<file path="src/rtl/csr_event_bank.sv">
// GPIO + event/interrupt CSR bank on the J1 i/o bus; the timer channel exists only with CSR_EVT_TIMER_EN.
// Reads are combinational, writes land on the next clk edge; no backpressure, every strobe is accepted.
module csr_event_bank #(
  parameter logic [15:0] BASE_ADDR = 16'h0100,
  parameter int          GPIO_W    = 8,
  parameter int          NUM_EVT   = 4
) (
  input  logic               clk,
  input  logic               rst,
  input  logic [15:0]        j1_mem_addr,
  input  logic [15:0]        j1_dout,
  input  logic               j1_io_wr,
  input  logic               j1_io_rd,
  output logic [15:0]        j1_io_din,
  input  logic [GPIO_W-1:0]  gpio_in,
  output logic [GPIO_W-1:0]  gpio_out,
  output logic [GPIO_W-1:0]  gpio_oe,
  input  logic [NUM_EVT-1:0] evt_in,
  output logic               irq
);

  localparam int EW = NUM_EVT + 1;
`ifdef CSR_EVT_TIMER_EN
  localparam logic [EW-1:0] EVT_MASK = {EW{1'b1}};
`else
  localparam logic [EW-1:0] EVT_MASK = {1'b0, {NUM_EVT{1'b1}}};
`endif

  logic [15:0]        off;
  logic               hit;
  logic               wr_hit;
  logic [GPIO_W-1:0]  gpio_s1_q, gpio_s1_d, gpio_s2_q, gpio_s2_d;
  logic [GPIO_W-1:0]  gpio_out_q, gpio_out_d, gpio_oe_q, gpio_oe_d;
  logic [NUM_EVT-1:0] evt_s1_q, evt_s1_d, evt_s2_q, evt_s2_d, evt_prev_q, evt_prev_d;
  logic [EW-1:0]      status_q, status_d, enable_q, enable_d;
  logic [EW-1:0]      raw, evt_set, w1c;
  logic               irq_q, irq_d;
  logic               tmr_set, tmr_zero;
  logic [15:0]        rd_val;
  logic               unused_dout;

  assign off         = j1_mem_addr - BASE_ADDR;
  assign hit         = (off < 16'd8);
  assign wr_hit      = j1_io_wr && hit;
  assign unused_dout = ^j1_dout;

`ifdef CSR_EVT_TIMER_EN
  logic [15:0] tmr_reload_q, tmr_reload_d, tmr_count_q, tmr_count_d;

  // A reload write restarts the count immediately and wins over the free-running update.
  always_comb begin
    tmr_reload_d = tmr_reload_q;
    tmr_count_d  = tmr_count_q;
    tmr_set      = 1'b0;
    if (wr_hit && off[2:0] == 3'd6) begin
      tmr_reload_d = j1_dout;
      tmr_count_d  = j1_dout;
    end else if (tmr_count_q != 16'd0) begin
      tmr_count_d = tmr_count_q - 16'd1;
    end else if (tmr_reload_q != 16'd0) begin
      tmr_count_d = tmr_reload_q;
      tmr_set     = 1'b1;
    end
  end

  assign tmr_zero = (tmr_count_q == 16'd0);

  always_ff @(posedge clk) begin
    if (rst) begin
      tmr_reload_q <= '0;
      tmr_count_q  <= '0;
    end else begin
      tmr_reload_q <= tmr_reload_d;
      tmr_count_q  <= tmr_count_d;
    end
  end
`else
  assign tmr_set  = 1'b0;
  assign tmr_zero = 1'b0;
`endif

  always_comb begin
    gpio_s1_d  = gpio_in;
    gpio_s2_d  = gpio_s1_q;
    evt_s1_d   = evt_in;
    evt_s2_d   = evt_s1_q;
    evt_prev_d = evt_s2_q;
    gpio_out_d = gpio_out_q;
    gpio_oe_d  = gpio_oe_q;
    enable_d   = enable_q;
    w1c        = '0;
    if (wr_hit) begin
      case (off[2:0])
        3'd1:    gpio_out_d = j1_dout[GPIO_W-1:0];
        3'd2:    gpio_oe_d  = j1_dout[GPIO_W-1:0];
        3'd3:    w1c        = j1_dout[EW-1:0];
        3'd4:    enable_d   = j1_dout[EW-1:0] & EVT_MASK;
        default: ;
      endcase
    end
    // New events are OR-ed in after the clear so a coincident set survives.
    evt_set  = {tmr_set, evt_s2_q & ~evt_prev_q};
    status_d = (status_q & ~w1c) | evt_set;
    irq_d    = |(status_q & enable_q);
  end

  assign raw = {tmr_zero, evt_s2_q};

  always_comb begin
    rd_val = 16'hBADA;
    if (hit) begin
      case (off[2:0])
        3'd0:    rd_val = 16'(gpio_s2_q);
        3'd1:    rd_val = 16'(gpio_out_q);
        3'd2:    rd_val = 16'(gpio_oe_q);
        3'd3:    rd_val = 16'(status_q);
        3'd4:    rd_val = 16'(enable_q);
        3'd5:    rd_val = 16'(raw);
`ifdef CSR_EVT_TIMER_EN
        3'd6:    rd_val = tmr_reload_q;
        3'd7:    rd_val = tmr_count_q;
`endif
        default: rd_val = 16'hBADA;
      endcase
    end
    j1_io_din = j1_io_rd ? rd_val : 16'hDEAD;
  end

  always_ff @(posedge clk) begin
    if (rst) begin
      gpio_s1_q  <= '0;
      gpio_s2_q  <= '0;
      evt_s1_q   <= '0;
      evt_s2_q   <= '0;
      evt_prev_q <= '0;
      gpio_out_q <= '0;
      gpio_oe_q  <= '0;
      status_q   <= '0;
      enable_q   <= '0;
      irq_q      <= 1'b0;
    end else begin
      gpio_s1_q  <= gpio_s1_d;
      gpio_s2_q  <= gpio_s2_d;
      evt_s1_q   <= evt_s1_d;
      evt_s2_q   <= evt_s2_d;
      evt_prev_q <= evt_prev_d;
      gpio_out_q <= gpio_out_d;
      gpio_oe_q  <= gpio_oe_d;
      status_q   <= status_d;
      enable_q   <= enable_d;
      irq_q      <= irq_d;
    end
  end

  assign gpio_out = gpio_out_q;
  assign gpio_oe  = gpio_oe_q;
  assign irq      = irq_q;

endmodule

</file>
<file path="config.mk">
export PLATFORM = sky130hd
export DESIGN_NAME = csr_event_bank
export DESIGN_NICKNAME = d
export VERILOG_FILES = /design/src/rtl/csr_event_bank.sv
export SDC_FILE = /design/constraint.sdc
export NUM_CORES = 1
export LEC_CHECK = 0
export ABC_CLOCK_PERIOD_IN_PS = 1700
export BUFFER_PORTS_ARGS = -buffer_cell sky130_fd_sc_hd__buf_2
export CORE_ASPECT_RATIO = 0.6
export CORE_MARGIN = 5
export CORE_UTILIZATION = 46
export CTS_BUF_LIST = sky130_fd_sc_hd__clkbuf_8
export DETAILED_ROUTE_END_ITERATION = 7
export HOLD_SLACK_MARGIN = 0.12
export PLACE_DENSITY = 0.84
export SLEW_MARGIN = 20
export SYNTH_ARGS = -nofsm -noshare
export SYNTH_HDL_FRONTEND = slang
export SYNTH_SLANG_ARGS = --single-unit
</file>
<file path="constraint.sdc">
create_clock -name clk -period 1.7 [get_ports clk]
set_clock_uncertainty 0.05 [all_clocks]
set_input_delay 0.34 -clock clk [delete_from_list [all_inputs] [get_ports clk]]
set_output_delay 0.34 -clock clk [all_outputs]
set_load 0.02 [all_outputs]
</file>
==> flow_summary_export.csv, run 1 <==
group,metric,value,unit
sta,rsz0062_at_grt,"true",
sta,drv_slew,0,
power,p_per_area,772,nW/um2
global_route,antenna_found_initial,0,
clock_tree,numClockSinks,54,
finish,synthToLayoutAreaGrowth,40.4,%
floorplan,core_area,4950,um2
placement,io_buffer_count,71,
global_route,grt_pass1_wl,10.2,mm
floorplan,die_area,6590,um2
global_route,grt_start_max_net_pins,28,
route,drt_iter0_markers,141,
worst_setup_path,critical_path_class,"in -> out",
logic_synthesis,synth_cell_type_count,37,
logic_synthesis,ys_ff_latch,54,
floorplan,initial_core_util,46.7,%
global_route,overflow,0,
clock_tree,clkLatencyLatePin,0.30,ns
logic_synthesis,yosysSeqAreaShare,46.8,%
power,ir_drop,0.000470,V
power,swShare,23.2,%
power,p_clk_share,35.7,%
finish,final_cells,404,
logic_synthesis,async_reset_ff_share,0,%
floorplan,rows,20,
worst_setup_path,reg2reg_depth,4,
logic_synthesis,synth-main-ff-cell,"dfxtp_1",
route,finalWirelength,6.35,mm
placement,place.gp.congestion,0.916,
route,drc,0,
route,drt-wirelength-per-cell,15.7,um
route,final_antenna_net_count,0,
route,viasPerCell,5.37,
power,seq_power_share,52.3,%
sta,final-setup-viol-count,13,
worst_setup_path,crit_path_end_kind,"primary output",
worst_setup_path,endpoint,"j1_io_din[7]",
worst_setup_path,start_kind,"input pin",
sta,layout_min_cycle_time,1.95,ns
clock_tree,ctsLongestPathBuffers,2,
clock_tree,cts_buffers,5,
worst_setup_path,regToRegSetupSlack,0.70,ns
sta,setup_ws,-0.249,ns
clock_tree,root_buffer,"clkbuf_8",
worst_setup_path,crit_path_top_delay_cell,"nor4_4",
floorplan,ioPinCount,81,
worst_setup_path,startpoint,"j1_mem_addr[5]",
finish,mostFrequentLayoutCells,"buf_2, dfxtp_1, nor2b_1",
route,dr.pass1.iters,5,
sta,timing.hold.ws,0.184,ns
power,p_comb_share,12.0,%
power,switching_power,581,uW
placement,dp_hpwl,4.79,mm
finish,n_antenna_cell,0,
sta,max_freq,0.513,GHz
clock_tree,ctsHoldBuffers,0,
worst_setup_path,critPathRequiredTime,1.31,ns
logic_synthesis,synthesis.area,2310,um2
placement,dpl.cell_count,388,
worst_setup_path,path_max_fanout,6,
floorplan,die_w,102,um
power,power.leakage,1.38,nW
min_path,hold_class,"in -> reg",
logic_synthesis,synth_warnings,0,
worst_setup_path,reg2reg_from,"status_q[0]",
status,run_status,"finished with violations",
job,cap_viol_max_count,0,
worst_setup_path,r2r_end,"irq",
finish,final_nets,385,
floorplan,die_h,64.9,um
power,p_int,1.93,mW
logic_synthesis,synthCells,250,
clock_tree,clk_pin_slew,0.10,ns
worst_setup_path,cp.arrival,1.56,ns
sta,setup_tns,-2.46,ns
worst_setup_path,crit_chain,"buf_6, nor4_4, nand4_4, a21oi_4, buf_12, o211ai_1, buf_4",
clock_tree,htreeDepth,2,
logic_synthesis,synth_edf_count,0,
sta,hold_violations,0,
global_route,grtUsageTotal,19.7,%
worst_setup_path,cpPeakStageDelay,0.36,ns
clock_tree,cts_tree,"yes",
logic_synthesis,syn_area_per_cell,9.25,um2
global_route,grt_pass1_vias,2060,
finish,final_common_cell,"buf_2",
finish,drive_gt1_share,41.1,%
logic_synthesis,synthesis.nets,298,
status,violations,"setup timing",
route,num_vias,2169,
sta,period_share,115,%
state kept, by name, indices dropped and copies added (netlist names):
name	flops
gpio_out	8
evt_prev_d	4
evt_prev_q	4
gpio_oe	8
gpio_s2_q	8
status_q	5
gpio_s1_q	8
evt_s1_q	4
irq	1
enable_q	4
how the worst min path moves through the flow:
stage                             from       endpoint  slack [ns]  cells past startpoint
final                       gpio_in[6]   gpio_s1_q[6]        0.18                      2
after global routing        gpio_in[5]   gpio_s1_q[5]        0.16                      2
after CTS                   gpio_in[4]   gpio_s1_q[4]        0.17                      2
after detailed placement  gpio_s1_q[1]   gpio_s2_q[1]        0.37                      1
after global placement    gpio_s1_q[6]   gpio_s2_q[6]        0.37                      1
after floorplan            evt_s1_q[0]  evt_prev_d[0]        0.36                      1
Yosys cell counts, types with 2 or more instances:
library cell  instances  area share, %
nor3b_1               3           0.97
nand2b_1              3           0.81
nand3_1              10            2.2
o21ai_0              18            3.9
a31o_1                3            1.1
buf_4                 8            2.6
and4_1                2           0.76
a22oi_1               2           0.65
mux2i_1              13            5.6
clkbuf_1             12            1.9
nor2_1                9            1.5
inv_1                 2           0.32
mux2_2                2           0.97
a31oi_1               2           0.54
buf_2                 2           0.43
mux4_2                2            1.9
nor2b_1              35            9.5
a21oi_1              27            5.8
nand4_1              12            3.2
dfxtp_1              54             47
nand2_1              13            2.1
stage by stage:
stage               utilization (%)  total power [mW]  instance area (um2)  setup slack, ns
finish                         65.5              2.51                 3250           -0.249
global route                   65.5              2.61                 3250           -0.305
CTS                            63.8              2.52                 3160           -0.274
detailed placement             58.6              1.61                 2900           -0.280
global placement               58.6              1.60                 2900           -0.233
floorplan                         -              1.48                 2430          -0.0686
what timing repair did:
item | CTS | global route
gates resized for setup | 28 | 16
endpoints found under the hold margin | 0 | 0
pin swaps | 7 | 6
endpoints found under the setup margin | 13 | 14
buffers inserted | 5 | 4
worst max-delay path, delay by kind of cell:
family / cells / cell delay [ns]
buffers and inverters: 3 / 0.40
AO/OA/AOI/OAI: 2 / 0.28
AND/OR/NAND/NOR: 2 / 0.53
cell families after synthesis:
| kind of cell | Yosys count | share of synthesized area, % |
|---|---|---|
| AOI/OAI and AO/OA | 59 | 14.7 |
| DFF | 54 | 46.8 |
| buffers and inverters | 26 | 5.95 |
| muxes | 17 | 8.55 |
| and+or+nand+nor | 93 | 23.9 |
| other | 1 | 0.162 |
power by group through the flow:
stage          logic [mW]  clock network, mW  registers, mW
2_1_floorplan       0.149                  0           1.34
3_3_place_gp        0.262                  0           1.34
3_5_place_dp        0.271                  0           1.34
4_1_cts             0.286              0.919           1.31
5_1_grt             0.323              0.973           1.31
6_report            0.300              0.896           1.31
layer usage:
| layer | GRT usage [%] | vias up | part of all wire (%) |
|---|---|---|---|
| met1 | 27.1 | 1004 | 43 |
| met5 | 0 | - | 0 |
| met4 | 4.98 | 0 | 1.4 |
| met3 | 5.38 | 10 | 11 |
| met2 | 30.7 | 107 | 45 |
| li1 | - | 1048 | - |
area by class of cell:
type	count	area, um2
Multi-Input combinational cell	170	1230
Clock inverter	2	38.8
Inverter	2	7.51
Timing Repair Buffer	104	717
Tap cell	66	82.6
Clock buffer	6	82.6
Fill cell	386	1710
Sequential cell	54	1090
(Power assumes the default switching activity.)
==> run 2: changes to the inputs <==
--- a/config.mk
+++ b/config.mk
@@ -5,15 +5,15 @@
 export SDC_FILE = /design/constraint.sdc
 export NUM_CORES = 1
 export LEC_CHECK = 0
-export ABC_CLOCK_PERIOD_IN_PS = 1700
+export ABC_CLOCK_PERIOD_IN_PS = 1800
 export BUFFER_PORTS_ARGS = -buffer_cell sky130_fd_sc_hd__buf_2
 export CORE_ASPECT_RATIO = 0.6
 export CORE_MARGIN = 5
-export CORE_UTILIZATION = 46
+export CORE_UTILIZATION = 51
 export CTS_BUF_LIST = sky130_fd_sc_hd__clkbuf_8
 export DETAILED_ROUTE_END_ITERATION = 7
 export HOLD_SLACK_MARGIN = 0.12
-export PLACE_DENSITY = 0.84
+export PLACE_DENSITY = 0.88
 export SLEW_MARGIN = 20
 export SYNTH_ARGS = -nofsm -noshare
 export SYNTH_HDL_FRONTEND = slang
==> constraint.sdc (replaced) <==
create_clock -name clk -period 1.8 [get_ports clk]
set_clock_uncertainty 0.05 [all_clocks]
set_input_delay 0.36 -clock clk [delete_from_list [all_inputs] [get_ports clk]]
set_output_delay 0.36 -clock clk [all_outputs]
set_load 0.02 [all_outputs]
==> run 2 against run 1 <==
  * The run still ends with setup timing left
  * Non-clock buffer count down 1
  * Combinational power shrank 8.3%
  * Global-route usage is 0.90 points higher
  * Sequential share of layout area grew 0.84 points
  * Die area decreased by 8.6%
  * Critical endpoint is now j1_io_din[5]
==> flow_summary_export.csv, run 2 (synthesized netlist as in run 1, its figures left out) <==
group,metric,value,unit
finish,mostFrequentLayoutCells,"buf_2, dfxtp_1, nor2b_1",
clock_tree,clkLatencyLatePin,0.31,ns
worst_setup_path,r2r_end,"irq",
placement,placed_area,2840,um2
placement,dp_hpwl,4.50,mm
clock_tree,ctsLongestPathBuffers,2,
worst_setup_path,reg2reg_from,"enable_q[2]",
min_path,min_from,"gpio_in[2]",
worst_setup_path,critical_path_class,"in -> out",
sta,hold_violations,0,
finish,fin_area,3170,um2
clock_tree,root_buffer,"clkbuf_8",
sta,rsz0062_at_grt,"true",
worst_setup_path,crit_path_end_kind,"primary output",
placement,io_buffer_count,71,
floorplan,core_area,4470,um2
global_route,antenna_found_initial,0,
route,finalWirelength,6.61,mm
global_route,grt_start_max_net_pins,24,
sta,period_share,112,%
worst_setup_path,reg2reg_depth,3,
clock_tree,htreeDepth,2,
finish,final_common_cell,"buf_2",
status,violations,"setup timing",
route,num_vias,2197,
floorplan,initial_core_util,51.7,%
placement,place.gp.congestion,0.895,
route,drt_iter0_markers,252,
clock_tree,numClockSinks,54,
clock_tree,cts_buffers,5,
global_route,grt_pass1_vias,2019,
worst_setup_path,cp.arrival,1.60,ns
min_path,hold_class,"in -> reg",
floorplan,die_h,62.2,um
power,ir_drop,0.000507,V
global_route,grtUsageTotal,20.6,%
job,cap_viol_max_count,0,
worst_setup_path,path_max_fanout,7,
finish,drive_gt1_share,41.2,%
global_route,overflow,0,
worst_setup_path,regToRegSetupSlack,0.86,ns
route,drt-wirelength-per-cell,16.5,um
status,run_status,"finished with violations",
global_route,grt_pass1_wl,10.1,mm
floorplan,ioPinCount,81,
route,dr.pass1.iters,4,
floorplan,rows,19,
clock_tree,cts_tree,"yes",
min_path,hold_depth,2,
floorplan,die_area,6020,um2
min_path,hold_end,"gpio_s1_q[2]",
sta,layout_min_cycle_time,2.01,ns
worst_setup_path,start_kind,"input pin",
clock_tree,clk_pin_slew,0.09,ns
finish,final_nets,384,
route,viasPerCell,5.49,
finish,n_antenna_cell,0,
power,power.leakage,1.37,nW
placement,place_ws,-0.209,ns
route,final_antenna_net_count,0,
worst_setup_path,critPathRequiredTime,1.39,ns
sta,final-setup-viol-count,12,
sta,max_freq,0.498,GHz
floorplan,die_w,96.9,um
global_route,use_met1,27.9,%
global_route,met3_usage,8.05,%
global_route,grtUsageMet2,31.1,%
route,drc,0,
sta,setup_ws,-0.209,ns
finish,synthToLayoutAreaGrowth,37.3,%
sta,drv_slew,0,
power,p_per_area,680,nW/um2
global_route,grt_busiest_layer,"met2",
run 2: worst max path at each step:
stage	from	end	slack, ns
floorplan	j1_mem_addr[10]	j1_io_din[5]	-0.08
global placement	j1_mem_addr[10]	j1_io_din[5]	-0.20
detailed placement	j1_mem_addr[10]	j1_io_din[5]	-0.21
CTS	j1_mem_addr[15]	j1_io_din[15]	-0.16
global route	j1_mem_addr[14]	j1_io_din[3]	-0.25
finish	j1_mem_addr[14]	j1_io_din[5]	-0.21
run 2: worst max-delay path, cell delays in order:
cell	delay, ns
buf_2	0.11
nor3_2	0.30
nand4_2	0.19
buf_4	0.18
buf_8	0.13
o31ai_4	0.18
buf_6	0.15
run 2: metrics by stage:
step | power, mW | TNS, ns | util (%) | std cells | hold WS, ns
2_1_floorplan | 1.40 | -0.144 | - | 250 | 0.364
3_3_place_gp | 1.50 | -1.77 | 63.6 | 381 | 0.369
3_5_place_dp | 1.51 | -2.16 | 63.6 | 381 | 0.371
4_1_cts | 2.16 | -1.51 | 68.8 | 394 | 0.198
5_1_grt | 2.25 | -2.50 | 71.0 | 400 | 0.190
6_report | 2.16 | -1.86 | 71.0 | 400 | 0.205
run 2: layer usage:
layer,routed length [um],share of wire (%)
met5,0,0
met4,95,1.4
met3,794,12
met2,3010,46
met1,2700,41
run 2: cell type report:
class,instances,area (um2)
Inverter,2,7.51
Clock buffer,5,68.8
Sequential cell,54,1090
Timing Repair Buffer,103,696
Fill cell,341,1290
Tap cell,63,78.8
Multi-Input combinational cell,170,1220
Clock inverter,3,17.5
run 2: repair_timing:
| action | CTS | global route |
|---|---|---|
| buffers inserted | 5 | 6 |
| cloned | 0 | 0 |
| resized for setup | 34 | 11 |
| pin swaps | 8 | 4 |
| hold buffers | 0 | 0 |
| endpoints found under the setup margin | 12 | 13 |
run 2: report_power, final:
group          internal (mW)  switching [mW]
sequential              1.23          0.0120
clock                  0.269           0.374
combinational          0.129           0.146
==> run 3: changes to the inputs <==
--- a/config.mk
+++ b/config.mk
@@ -13,7 +13,7 @@
 export CTS_BUF_LIST = sky130_fd_sc_hd__clkbuf_8
 export DETAILED_ROUTE_END_ITERATION = 7
 export HOLD_SLACK_MARGIN = 0.12
-export PLACE_DENSITY = 0.88
+export PLACE_DENSITY_LB_ADDON = 0.08
 export SLEW_MARGIN = 20
 export SYNTH_ARGS = -nofsm -noshare
 export SYNTH_HDL_FRONTEND = slang
==> run 3 against run 2 <==
  * The run still ends with setup timing left
  * Non-clock buffer count down 6
  * Design area is 2.6% lower
  * Sequential share of layout area grew 0.88 points
  * Total power up 2.9%
  * Count of clock-buffer cells in the layout stayed put
==> flow_summary_export.csv, run 3 (synthesized netlist as in run 1, its figures left out) <==
group,metric,value,unit
status,run_status,"finished with violations",
status,violations,"setup timing",
sta,final-setup-viol-count,12,
sta,setup_ws,-0.169,ns
clock_tree,ctsLongestPathBuffers,2,
global_route,grt_start_max_net_pins,27,
worst_setup_path,critPathRequiredTime,1.39,ns
floorplan,die_area,6020,um2
global_route,overflow,0,
floorplan,initial_core_util,51.7,%
route,drt_iter0_markers,82,
clock_tree,cts_buffers,5,
clock_tree,clkLatencyLatePin,0.31,ns
min_path,hold_end,"gpio_s1_q[1]",
floorplan,ioPinCount,81,
finish,n_antenna_cell,0,
job,cap_viol_max_count,0,
finish,final_common_cell,"buf_2",
route,finalWirelength,6.23,mm
floorplan,core_area,4470,um2
finish,mostFrequentLayoutCells,"buf_2, dfxtp_1, nor2b_1",
floorplan,die_w,96.9,um
power,p_per_area,718,nW/um2
clock_tree,htreeDepth,2,
min_path,hold_class,"in -> reg",
worst_setup_path,cp.arrival,1.56,ns
clock_tree,root_buffer,"clkbuf_8",
global_route,grt_pass1_vias,1975,
sta,timing.hold.ws,0.200,ns
clock_tree,numClockSinks,54,
sta,layout_min_cycle_time,1.97,ns
finish,fin_area,3090,um2
sta,rsz0062_at_grt,"true",
finish,drive_gt1_share,39.3,%
power,ir_drop,0.000600,V
sta,hold_violations,0,
global_route,grt_pass1_wl,9.98,mm
finish,final_cells,394,
clock_tree,cts_tree,"yes",
placement,placed_area,2860,um2
placement,dp_hpwl,4.53,mm
power,finalPower,2.22,mW
worst_setup_path,crit_path_end_kind,"primary output",
worst_setup_path,critical_path_class,"in -> out",
placement,io_buffer_count,71,
worst_setup_path,path_max_fanout,6,
route,dr.pass1.iters,4,
power,power.leakage,1.33,nW
clock_tree,clk_pin_slew,0.10,ns
sta,max_freq,0.508,GHz
route,num_vias,2121,
floorplan,die_h,62.2,um
worst_setup_path,r2r_end,"irq",
route,final_antenna_net_count,0,
worst_setup_path,start_kind,"input pin",
placement,place.gp.congestion,0.842,
worst_setup_path,regToRegSetupSlack,0.83,ns
worst_setup_path,reg2reg_depth,3,
global_route,grtUsageTotal,20.5,%
route,drt-wirelength-per-cell,15.8,um
sta,period_share,109,%
min_path,hold_depth,2,
finish,synthToLayoutAreaGrowth,33.7,%
min_path,min_from,"gpio_in[1]",
global_route,antenna_found_initial,0,
route,drc,0,
route,viasPerCell,5.38,
floorplan,rows,19,
worst_setup_path,reg2reg_from,"enable_q[2]",
sta,drv_slew,0,
placement,dpl.cell_count,383,
finish,final_nets,378,
-- run 3: layer usage --
metal | track usage, % | wire length, um | vias to the layer above
met5 | 0 | 0 | -
met4 | 4.73 | 53 | 0
met3 | 4.92 | 412 | 6
met2 | 32.4 | 2850 | 75
met1 | 28.5 | 2910 | 1001
li1 | - | - | 1039
-- run 3: where the power goes --
part           leakage (nW)  switching, mW  total (mW)  internal (mW)
Combinational         0.841          0.142       0.270          0.128
Sequential            0.444         0.0115        1.24           1.23
Clock                0.0502          0.423       0.712          0.289
Total                  1.33          0.577        2.22           1.64
-- run 3: cell type report --
| cell class | count | area (um2) |
|---|---|---|
| multi-input combinational | 170 | 1180 |
| inverter | 2 | 7.51 |
| tap | 63 | 78.8 |
| fill | 405 | 1380 |
| timing repair buffer | 97 | 636 |
| sequential | 54 | 1090 |
| clock buffer | 5 | 68.8 |
| clock inverter | 3 | 28.8 |
-- run 3: worst max path at each step --
stage | startpoint | end | cells past startpoint
CTS | j1_mem_addr[15] | j1_io_din[3] | 6
finish | j1_mem_addr[9] | j1_io_din[3] | 6
detailed placement | j1_mem_addr[10] | j1_io_din[5] | 6
global placement | j1_mem_addr[10] | j1_io_din[5] | 6
global route | j1_mem_addr[9] | j1_io_din[7] | 6
floorplan | j1_mem_addr[10] | j1_io_din[5] | 4
-- run 3: what timing repair did --
item,CTS,global route
setup buffers,3,0
hold buffers,0,0
pin swaps,7,7
endpoints found under the setup margin,12,13
gates resized for setup,31,3
-- run 3: per-stage QoR --
stage / setup WS [ns] / utilization, % / TNS [ns]
after floorplan: -0.0756 / - / -0.144
after global placement: -0.211 / 63.9 / -1.79
after detailed placement: -0.214 / 63.9 / -2.12
after CTS: -0.156 / 68.9 / -1.33
after global routing: -0.238 / 69.2 / -2.20
final: -0.169 / 69.2 / -1.38
-- run 3: worst max-delay path: stages --
cell	delay, ns
buf_6	0.09
nor4b_4	0.30
nand4_2	0.18
a21oi_4	0.28
o2111ai_2	0.18
buf_6	0.16
